$ cat config.mk
export PLATFORM = sky130hd
export DESIGN_NAME = alu_seq
export DESIGN_NICKNAME = d
export VERILOG_FILES = /design/src/rtl/alu_pkg.sv /design/src/rtl/alu_seq_muldiv.sv /design/src/rtl/alu_seq.sv
export SDC_FILE = /design/constraint.sdc
export NUM_CORES = 1
export LEC_CHECK = 0
export CAP_MARGIN = 20
export CELL_PAD_IN_SITES_DETAIL_PLACEMENT = 0
export CELL_PAD_IN_SITES_GLOBAL_PLACEMENT = 2
export CORE_AREA = 2 2 129 131
export CTS_CLUSTER_SIZE = 8
export DETAILED_ROUTE_END_ITERATION = 8
export DIE_AREA = 0 0 131 133
export PLACE_DENSITY = 0.81
export SETUP_SLACK_MARGIN = 0.05
export SYNTH_ARGS = -nofsm -noshare
export SYNTH_HDL_FRONTEND = slang
export SYNTH_SLANG_ARGS = --single-unit
export TNS_END_PERCENT = 30
$ cat constraint.sdc
create_clock -name clk -period 4.05 [get_ports clk]
set_input_delay 0.81 -clock clk [delete_from_list [all_inputs] [get_ports clk]]
set_output_delay 0.81 -clock clk [all_outputs]
set_load 0.005 [all_outputs]
$ cat src/rtl/alu_pkg.sv
// Shared opcode, FSM-state and flag-index definitions for the sequential ALU.
package alu_pkg;

    localparam logic [3:0] OP_ADD  = 4'b0010;
    localparam logic [3:0] OP_SUB  = 4'b0011;
    localparam logic [3:0] OP_NOTA = 4'b0100;
    localparam logic [3:0] OP_NOTB = 4'b0101;
    localparam logic [3:0] OP_XOR  = 4'b0110;
    localparam logic [3:0] OP_OR   = 4'b0111;
    localparam logic [3:0] OP_AND  = 4'b1000;
    localparam logic [3:0] OP_MUL  = 4'b1001;
    localparam logic [3:0] OP_DIV  = 4'b1010;
    localparam logic [3:0] OP_SHL  = 4'b1011;
    localparam logic [3:0] OP_SHR  = 4'b1100;
    localparam logic [3:0] OP_ROL  = 4'b1101;
    localparam logic [3:0] OP_ROR  = 4'b1110;

    typedef enum logic [1:0] {
        ST_IDLE = 2'd0,
        ST_BUSY = 2'd1,
        ST_DONE = 2'd2
    } state_t;

    localparam int FLG_ZERO  = 0;
    localparam int FLG_NEG   = 1;
    localparam int FLG_CARRY = 2;
    localparam int FLG_OVF   = 3;
    localparam int FLG_DZ    = 4;
    localparam int FLG_W     = 5;

    // Division by zero bypasses the iterative unit and completes in one cycle.
    function automatic logic is_multicycle(input logic [3:0] op, input logic b_is_zero);
        return (op == OP_MUL) || ((op == OP_DIV) && !b_is_zero);
    endfunction

endpackage

$ cat src/rtl/alu_seq_muldiv.sv
// Iterative unsigned multiply (shift-add) and restoring divide, one bit per cycle.
module alu_seq_muldiv
    import alu_pkg::*;
#(
    parameter int W = 8
) (
    input  logic         clk,
    input  logic         rst,
    input  logic         i_start,
    input  logic [3:0]   i_op,
    input  logic [W-1:0] i_a,
    input  logic [W-1:0] i_b,
    output logic         o_done,
    output logic [W-1:0] o_lo,
    output logic [W-1:0] o_hi
);

    localparam int CW = $clog2(W);

    logic [CW-1:0] r_cnt;
    logic          r_busy;
    logic          r_div;
    logic [W-1:0]  r_lo;
    logic [W-1:0]  r_hi;
    logic [W-1:0]  r_b;

    logic [W-1:0]  w_lo_nxt;
    logic [W-1:0]  w_hi_nxt;
    logic [W:0]    w_sum;
    logic [W:0]    w_rem_sh;
    logic [W:0]    w_trial;

    // r_hi holds the partial product (mul) or running remainder (div);
    // r_lo holds the multiplier being consumed (mul) or quotient being built (div).
    always_comb begin
        w_lo_nxt = r_lo;
        w_hi_nxt = r_hi;
        w_sum    = '0;
        w_rem_sh = '0;
        w_trial  = '0;
        if (r_div) begin
            w_rem_sh = {r_hi, r_lo[W-1]};
            w_trial  = w_rem_sh - {1'b0, r_b};
            if (!w_trial[W]) begin
                w_hi_nxt = w_trial[W-1:0];
                w_lo_nxt = {r_lo[W-2:0], 1'b1};
            end else begin
                w_hi_nxt = w_rem_sh[W-1:0];
                w_lo_nxt = {r_lo[W-2:0], 1'b0};
            end
        end else begin
            w_sum                = {1'b0, r_hi} + (r_lo[0] ? {1'b0, r_b} : '0);
            {w_hi_nxt, w_lo_nxt} = {w_sum, r_lo[W-1:1]};
        end
    end

    always_ff @(posedge clk) begin
        if (rst) begin
            r_busy <= 1'b0;
            r_cnt  <= '0;
            r_div  <= 1'b0;
        end else if (i_start) begin
            r_busy <= 1'b1;
            r_cnt  <= CW'(W - 1);
            r_div  <= (i_op == OP_DIV);
        end else if (r_busy) begin
            r_cnt <= r_cnt - 1'b1;
            if (r_cnt == '0) begin
                r_busy <= 1'b0;
            end
        end
    end

    always_ff @(posedge clk) begin
        if (i_start) begin
            r_lo <= i_a;
            r_hi <= '0;
            r_b  <= i_b;
        end else if (r_busy) begin
            r_lo <= w_lo_nxt;
            r_hi <= w_hi_nxt;
        end
    end

    // The final step's result is presented combinationally so the caller
    // can register it on the same edge the last iteration completes.
    assign o_done = r_busy && (r_cnt == '0);
    assign o_lo   = w_lo_nxt;
    assign o_hi   = w_hi_nxt;

endmodule

$ cat src/rtl/alu_seq.sv
// Handshaked ALU: single-cycle logic/arith/shift ops plus iterative mul/div,
// with a held result and status flags.
module alu_seq
    import alu_pkg::*;
#(
    parameter int W = 8,
    localparam int SHW = $clog2(W)
) (
    input  logic             clk,
    input  logic             rst,
    input  logic             in_valid,
    output logic             in_ready,
    input  logic [W-1:0]     A,
    input  logic [W-1:0]     B,
    input  logic [3:0]       ALU_Sel,
    output logic             out_valid,
    input  logic             out_ready,
    output logic [W-1:0]     ALU_Out,
    output logic [W-1:0]     ALU_Out_hi,
    output logic [FLG_W-1:0] flags
);

    if ((W < 4) || ((W & (W - 1)) != 0)) begin : g_w_check
        $error("alu_seq: W must be a power of two and at least 4");
    end

    state_t           r_state;
    state_t           w_state_nxt;
    logic [3:0]       r_op;
    logic [W-1:0]     r_out;
    logic [W-1:0]     r_out_hi;
    logic [FLG_W-1:0] r_flags;

    logic             w_accept;
    logic             w_slow;
    logic [SHW-1:0]   w_amt;
    logic [W:0]       w_sum;
    logic [W:0]       w_diff;
    logic [W:0]       w_shl;
    logic [W:0]       w_shr;
    logic [W-1:0]     w_rol;
    logic [W-1:0]     w_ror;
    logic [W-1:0]     w_fast_lo;
    logic [W-1:0]     w_fast_hi;
    logic             w_fast_c;
    logic             w_fast_v;
    logic             w_fast_dz;
    logic [FLG_W-1:0] w_fast_flags;
    logic [FLG_W-1:0] w_md_flags;
    logic             w_md_done;
    logic [W-1:0]     w_md_lo;
    logic [W-1:0]     w_md_hi;

    function automatic logic [FLG_W-1:0] mk_flags(input logic [W-1:0] res, input logic c,
                                                  input logic v, input logic dz);
        logic [FLG_W-1:0] f;
        f            = '0;
        f[FLG_ZERO]  = (res == '0);
        f[FLG_NEG]   = res[W-1];
        f[FLG_CARRY] = c;
        f[FLG_OVF]   = v;
        f[FLG_DZ]    = dz;
        return f;
    endfunction

    assign in_ready  = (r_state == ST_IDLE) || ((r_state == ST_DONE) && out_ready);
    assign out_valid = (r_state == ST_DONE);
    assign w_accept  = in_valid && in_ready;
    assign w_slow    = is_multicycle(ALU_Sel, B == '0);

    assign w_amt  = B[SHW-1:0];
    assign w_sum  = {1'b0, A} + {1'b0, B};
    assign w_diff = {1'b0, A} - {1'b0, B};
    // The extra bit of each shift catches the last bit shifted out.
    assign w_shl  = {1'b0, A} << w_amt;
    assign w_shr  = {A, 1'b0} >> w_amt;

    // Indices are SHW bits wide, so they wrap modulo W as a rotate needs.
    always_comb begin
        w_rol = '0;
        w_ror = '0;
        for (int i = 0; i < W; i++) begin
            w_rol[i] = A[SHW'(i) - w_amt];
            w_ror[i] = A[SHW'(i) + w_amt];
        end
    end

    always_comb begin
        w_fast_lo = '0;
        w_fast_hi = '0;
        w_fast_c  = 1'b0;
        w_fast_v  = 1'b0;
        w_fast_dz = 1'b0;
        case (ALU_Sel)
            OP_ADD: begin
                w_fast_lo = w_sum[W-1:0];
                w_fast_c  = w_sum[W];
                w_fast_v  = (A[W-1] == B[W-1]) && (w_sum[W-1] != A[W-1]);
            end
            OP_SUB: begin
                w_fast_lo = w_diff[W-1:0];
                w_fast_c  = w_diff[W];
                w_fast_v  = (A[W-1] != B[W-1]) && (w_diff[W-1] != A[W-1]);
            end
            OP_NOTA: w_fast_lo = ~A;
            OP_NOTB: w_fast_lo = ~B;
            OP_XOR:  w_fast_lo = A ^ B;
            OP_OR:   w_fast_lo = A | B;
            OP_AND:  w_fast_lo = A & B;
            OP_DIV: begin
                w_fast_lo = '1;
                w_fast_hi = A;
                w_fast_dz = 1'b1;
            end
            OP_SHL: begin
                w_fast_lo = w_shl[W-1:0];
                w_fast_c  = w_shl[W];
            end
            OP_SHR: begin
                w_fast_lo = w_shr[W:1];
                w_fast_c  = w_shr[0];
            end
            OP_ROL: begin
                w_fast_lo = w_rol;
                w_fast_c  = (w_amt != '0) && w_rol[0];
            end
            OP_ROR: begin
                w_fast_lo = w_ror;
                w_fast_c  = (w_amt != '0) && w_ror[W-1];
            end
            default: ;
        endcase
    end

    assign w_fast_flags = mk_flags(w_fast_lo, w_fast_c, w_fast_v, w_fast_dz);
    assign w_md_flags   = mk_flags(w_md_lo, (r_op == OP_MUL) && (w_md_hi != '0), 1'b0, 1'b0);

    alu_seq_muldiv #(
        .W(W)
    ) u_muldiv (
        .clk    (clk),
        .rst    (rst),
        .i_start(w_accept && w_slow),
        .i_op   (ALU_Sel),
        .i_a    (A),
        .i_b    (B),
        .o_done (w_md_done),
        .o_lo   (w_md_lo),
        .o_hi   (w_md_hi)
    );

    always_comb begin
        w_state_nxt = r_state;
        case (r_state)
            ST_IDLE: begin
                if (w_accept) begin
                    w_state_nxt = w_slow ? ST_BUSY : ST_DONE;
                end
            end
            ST_BUSY: begin
                if (w_md_done) begin
                    w_state_nxt = ST_DONE;
                end
            end
            ST_DONE: begin
                if (w_accept) begin
                    w_state_nxt = w_slow ? ST_BUSY : ST_DONE;
                end else if (out_ready) begin
                    w_state_nxt = ST_IDLE;
                end
            end
            default: w_state_nxt = ST_IDLE;
        endcase
    end

    always_ff @(posedge clk) begin
        if (rst) begin
            r_state <= ST_IDLE;
        end else begin
            r_state <= w_state_nxt;
        end
    end

    always_ff @(posedge clk) begin
        if (w_accept) begin
            r_op <= ALU_Sel;
        end
    end

    // Result registers only load on a fast accept or on mul/div completion,
    // which keeps them stable while a result waits for out_ready.
    always_ff @(posedge clk) begin
        if (rst) begin
            r_out    <= '0;
            r_out_hi <= '0;
            r_flags  <= '0;
        end else if (w_accept && !w_slow) begin
            r_out    <= w_fast_lo;
            r_out_hi <= w_fast_hi;
            r_flags  <= w_fast_flags;
        end else if (w_md_done) begin
            r_out    <= w_md_lo;
            r_out_hi <= w_md_hi;
            r_flags  <= w_md_flags;
        end
    end

    assign ALU_Out    = r_out;
    assign ALU_Out_hi = r_out_hi;
    assign flags      = r_flags;

endmodule

== Word level (Yosys, flattened, before mapping) ==
Cells that the tools add are included.

* Order comparisons: 16
* Reductions and logical operators: 25
* Add/subtract/negate cells: 20
* Multiplexer cells: 61
* Shift operators: 2
* Eq/ne operators: 23
* Bitwise gates (word level): 5

{| class="wikitable"
|+ Operators by type and width
! cell !! number
|-
| case mux 8 bit (12 select lines) || 1
|-
| 2-to-1 mux 8 bit || 11
|-
| less-than comparator 3 x 4 -> 1 bit (second input constant) || 16
|-
| binary-select mux 1 bit (select 3 bit) || 16
|-
| == test 4 bit (second input constant) || 8
|-
| zero test 8 bit || 3
|-
| 2-to-1 mux 1 bit || 21
|-
| == test 4 x 3 -> 1 bit (second input constant) || 4
|-
| inverter 8 bit || 2
|-
| adder 3 bit (first input constant) || 4
|-
| subtractor 3 bit (first input constant) || 4
|-
| logical AND 1 bit || 11
|-
| 2-to-1 mux 2 bit || 5
|-
| 2-to-1 mux 5 bit || 2
|-
| adder 8 x 8 -> 9 bit || 1
|-
| adder 8 x 9 -> 9 bit || 1
|-
| left shift 8 x 3 -> 9 bit || 1
|-
| right shift 9 x 3 -> 9 bit || 1
|-
| subtractor 8 x 8 -> 9 bit || 1
|-
| subtractor 9 x 8 -> 9 bit || 1
|-
| bitwise AND 8 bit || 1
|-
| == test 4 x 2 -> 1 bit (second input constant) || 2
|-
| OR 8 bit || 1
|-
| nonzero test 8 bit || 1
|-
| other kinds (24) || 33
|}

* Flip-flop bits (word level): 56
* Bits of input ports: 24

== Depth between registers and ports, before layout ==
* Word-level depth: 7
* Depth in mapped cells: 14

== Hierarchy ==
A second synthesis with hierarchy kept.

* Cells, all modules: 722
* Area, all modules: 6027.0 um^2

{| class="wikitable"
|+ By module, submodules not included
! module !! cells each !! area an instance (um^2) !! times used !! sequential area each (um^2)
|-
| alu_seq || 498 || 3849.9 || 1 || 560.5
|-
| alu_seq_muldiv || 224 || 2177.1 || 1 || 740.7
|}

== Least setup slack after synthesis ==
OpenSTA, ideal clock, no wires.

* Path kind: in2reg
* From: input port B[0]
* To: register r_flags[0] (netlist: flags[0])
* Stages on the path: 13
* Data arrival time: 3.721 ns
* Path slack: 0.241 ns
* Path buffers: 4
* Setup time: 0.088 ns
* Data required time: 3.962 ns
* Cells stage by stage: buf_6 -> buf_2 -> buf_2 -> inv_1 -> ha_1 -> clkbuf_1 -> mux4_2 -> nand2_1 -> a21oi_1 -> or4_4 -> nor4b_2 -> nand4bb_1 -> o32ai_2

* Longest elaborated chain between the ends: 7
* Elaborated cells on any way between the ends: 65
* Those cells by class: 17 x add/sub; 2 x shift; 34 x mux; 4 x bitwise; 8 x reduce/logical

{| class="wikitable"
|+ Ends and longest elaborated chain
! element !! line !! text
|-
| from (decl) || alu_seq.sv:14 || <nowiki>input logic [W-1:0] B,</nowiki>
|-
| branches (longest 7 deep; another with subtractor 1 x 3 -> 3 bit) || -- ||
|-
| to (signal assigned) || alu_seq.sv:200 || <nowiki>r_flags <= w_fast_flags;</nowiki>
|-
| to (signal assigned) || alu_seq.sv:204 || <nowiki>r_flags <= w_md_flags;</nowiki>
|-
| to (decl) || alu_seq.sv:32 || <nowiki>logic [FLG_W-1:0] r_flags;</nowiki>
|}

Parallel ways; which one is timed is not known. The select of a mux whose other input is x is not followed.
A chain may end at the register's enable or synchronous reset.

== Final worst setup path ==
* From: input port ALU_Sel[0]
* To: register r_flags[0] (netlist: flags[0])

* Longest elaborated chain between the ends: 6
* Elaborated cells on any way between the ends: 21
* Those cells by class: 13 x eq/ne; 2 x mux; 6 x reduce/logical

{| class="wikitable"
|+ Ends and longest elaborated chain
! element !! line !! text
|-
| from (decl) || alu_seq.sv:15 || <nowiki>input logic [3:0] ALU_Sel,</nowiki>
|-
| branches (longest 6 deep; another with case mux 8 bit (12 select lines)) || -- ||
|}

Parallel ways; which one is timed is not known.

==> impl_metrics.env <==
export IMPL_gp_congestion=0.905
export IMPL_holdWs_ns=0.487
export IMPL_hp_start="flags[4]"
export IMPL_synth_ff_type="dfxtp_1"
export IMPL_fin_skew_ns=0.0129
export IMPL_rows=47
export IMPL_crit_arrival_ns=4.13
export IMPL_synth_compound_area_share=0.242
export IMPL_crit_path_end_kind="flop"
export IMPL_yosysTopAreaCellShare=0.124
export IMPL_synthAdderAreaFrac=0.120
export IMPL_port_buffers=46
export IMPL_p_leak_nw=2.69
export IMPL_synthTopCellsByArea="dfxtp_1, edfxtp_1, ha_1, mux2i_1, a21oi_1"
export IMPL_ys_seq_area_frac=0.230
export IMPL_placed_area_um2=6660
export IMPL_core_area_um2=16200
export IMPL_fp_dieH_um=133
export IMPL_slew_limit_headroom=0.324
export IMPL_reg2reg_slack_ns=0.73
export IMPL_layout_drive_gt1_share=0.129
export IMPL_finalHoldViolCount=0
export IMPL_num_io_pins=47
export IMPL_cp_required_ns=4.26
export IMPL_syn_area_um2=5670
export IMPL_rsz0062_at_grt="no"
export IMPL_finalCritPeriodShare=0.967
export IMPL_clk_latency_ns=0.30
export IMPL_cts_num_sinks=55
export IMPL_fin_area_um2=6800
export IMPL_worstMarginPinSlew_ns=1.01
export IMPL_setup_violations=0
export IMPL_cts_setup_buffers=0
export IMPL_grt_pass1_wl_um=31800
export IMPL_max_cap_viol_count=0
export IMPL_drt_initial_drc_count=485
export IMPL_yosysTopAreaCell="dfxtp_1"
export IMPL_maxSlewViolCount=0
export IMPL_grt_max_degree=30
export IMPL_ant_nets=0
export IMPL_grt_pass1_vias=5595
export IMPL_holdBufCountCts=0
export IMPL_ys_warn_count=0
export IMPL_r2r_start="u_muldiv.r_b[0]"
export IMPL_antenna_cells=0
export IMPL_cts_buffers=5
export IMPL_fill_cells=1667
export IMPL_cts_path_max_buffers=2
export IMPL_synthArstFlopShare=0
export IMPL_worst_setup_path_type="in2reg"
export IMPL_start_util=0.350
export IMPL_layout_nets=826
export IMPL_synth_simple_area_share=0.185
export IMPL_place_inst=963
export IMPL_reg2reg_depth=10
export IMPL_syn_nets=764
export IMPL_synthMuxAreaShare=0.138
export IMPL_synth_top_family_by_area="compound AO/OA/AOI/OAI gates"
export IMPL_finalNonFillerCells=971
export IMPL_dp_hpwl_um=16000
export IMPL_track_usage=0.238
export IMPL_max_freq_ghz=0.255
export IMPL_ys_types=78
export IMPL_die_w_um=131
export IMPL_area_growth_pct=20.0
export IMPL_synth_avg_cell_area_um2=8.24
export IMPL_layout_cells_most_common_list="nor2_1, a21oi_1, buf_4, nand2_1, ha_1"
export IMPL_synth_xor_area_frac=0.0260
export IMPL_grt_overflow=0
export IMPL_synth_edf_count=20
export IMPL_startpoint_type="input pin"
export IMPL_cts_root_buf="clkbuf_16"
export IMPL_ir_drop_mv=0.168
export IMPL_routed_wl_um=20400
export IMPL_period_needed_ns=3.92
export IMPL_clkSlewWorstSetupHoldPaths_ns=0.08
export IMPL_synth_seq_cells=55
export IMPL_htreeDepth=2
export IMPL_syn_inst=688
export IMPL_mostFrequentLayoutCell="nor2_1"
export IMPL_crit_fanout=14
export IMPL_drt_first_pass_iters=5
export IMPL_route_detailed_drc=0
export IMPL_hold_depth=2
export IMPL_vias=5580
export IMPL_status="finished clean"
export IMPL_r2r_end="flags[2]"
export IMPL_powerDensity_nw_per_um2=321
export IMPL_die_area_um2=17400
export IMPL_vias_per_cell=5.75
export IMPL_hold_path_class="reg2reg"
export IMPL_power_mw=2.19
export IMPL_wl_per_cell_um=21.0
export IMPL_cts_resized=0
export IMPL_cts_tree="yes"
export IMPL_antenna_found_initial=0
export IMPL_whs_endpoint="flags[4]"
per-stage QoR:
step / setup TNS (ns) / util / worst slack (ns)
6_report: 0 / 0.421 / 0.135
3_3_place_gp: -0.0107 / 0.412 / -0.0107
5_1_grt: 0 / 0.421 / 0.0662
3_5_place_dp: 0 / 0.412 / 0.0111
4_1_cts: 0 / 0.421 / 0.295
2_1_floorplan: 0 / - / 0.241
Yosys cell counts (7+ instances only):
cell type,number
mux4_2,13
nor3_1,13
nor2b_1,9
dfxtp_1,35
mux2i_1,37
nand2_1,51
o22ai_1,7
inv_1,38
a31oi_1,10
and2_1,13
nor2_1,76
xnor2_1,8
a21oi_1,65
ha_1,48
clkbuf_1,33
xor2_1,7
edfxtp_1,20
nand2b_1,11
o21ai_0,25
a211oi_1,14
nand3_1,14
registers in the layout, indices dropped and copies added (netlist names):
register	flops
ALU_Out_hi	8
u_muldiv.r_b	8
u_muldiv.r_hi	8
u_muldiv.r_lo	8
ALU_Out	7
flags	5
r_op	4
u_muldiv.r_cnt	3
r_state	2
u_muldiv.r_busy	1
u_muldiv.r_div	1
area by class of cell:
class / count / area (um^2) / share of cell area
inverters: 39 / 146 / 0.0215
repair buffers: 101 / 898 / 0.132
well taps: 220 / 275 / 0.0405
clock inverters: 2 / 16.3 / 0.00239
flip-flops and latches: 55 / 1300 / 0.191
multi-input cells: 548 / 4040 / 0.593
clock buffers: 6 / 129 / 0.0189
per-layer routing:
layer | share of wire | vias up | wire [um] | global-route usage
li1 | - | 2662 | - | -
met2 | 0.48 | 206 | 9820 | 0.391
met4 | 0.048 | 0 | 982 | 0.115
met5 | 0 | - | 0 | 0
met3 | 0.048 | 58 | 985 | 0.0275
met1 | 0.42 | 2654 | 8570 | 0.308
logic make-up (layout without fill, tap and decap cells):
| logic type | count (synthesis) | count (layout) |
|---|---|---|
| buffers and inverters | 85 | 148 |
| muxes | 60 | 60 |
| and+or+nand+nor | 216 | 216 |
| AOI/OAI and AO/OA | 204 | 204 |
| xor gates and xnor gates | 16 | 16 |
| DFF | 55 | 55 |
| adders and majority gates | 52 | 52 |
worst max-delay path by stage:
| stage | startpoint | end | slack, ns | cells after the start |
|---|---|---|---|---|
| 2_1_floorplan | B[0] | flags[0] | 0.24 | 13 |
| 3_3_place_gp | ALU_Sel[0] | flags[0] | -0.01 | 9 |
| 4_1_cts | ALU_Sel[0] | flags[0] | 0.30 | 9 |
| 3_5_place_dp | ALU_Sel[0] | flags[0] | 0.01 | 9 |
| 6_report | ALU_Sel[0] | flags[0] | 0.13 | 9 |
| 5_1_grt | ALU_Sel[0] | flags[0] | 0.07 | 9 |
critical path: stages:
cell             delay (ns)
clkdlybuf4s50_1        0.86
nand2b_1               0.23
nor3_1                 0.18
a221oi_1               0.53
o221ai_1               0.17
nor3_1                 0.59
nor4b_2                0.30
nand4bb_1              0.16
o32ai_2                0.28
report_power, final:
group	internal (mW)	switching, mW	total (mW)
sequential	0.630	0.0605	0.691
combinational	0.472	0.588	1.06
clock	0.232	0.204	0.437
Power figures use the tool's default switching activity.
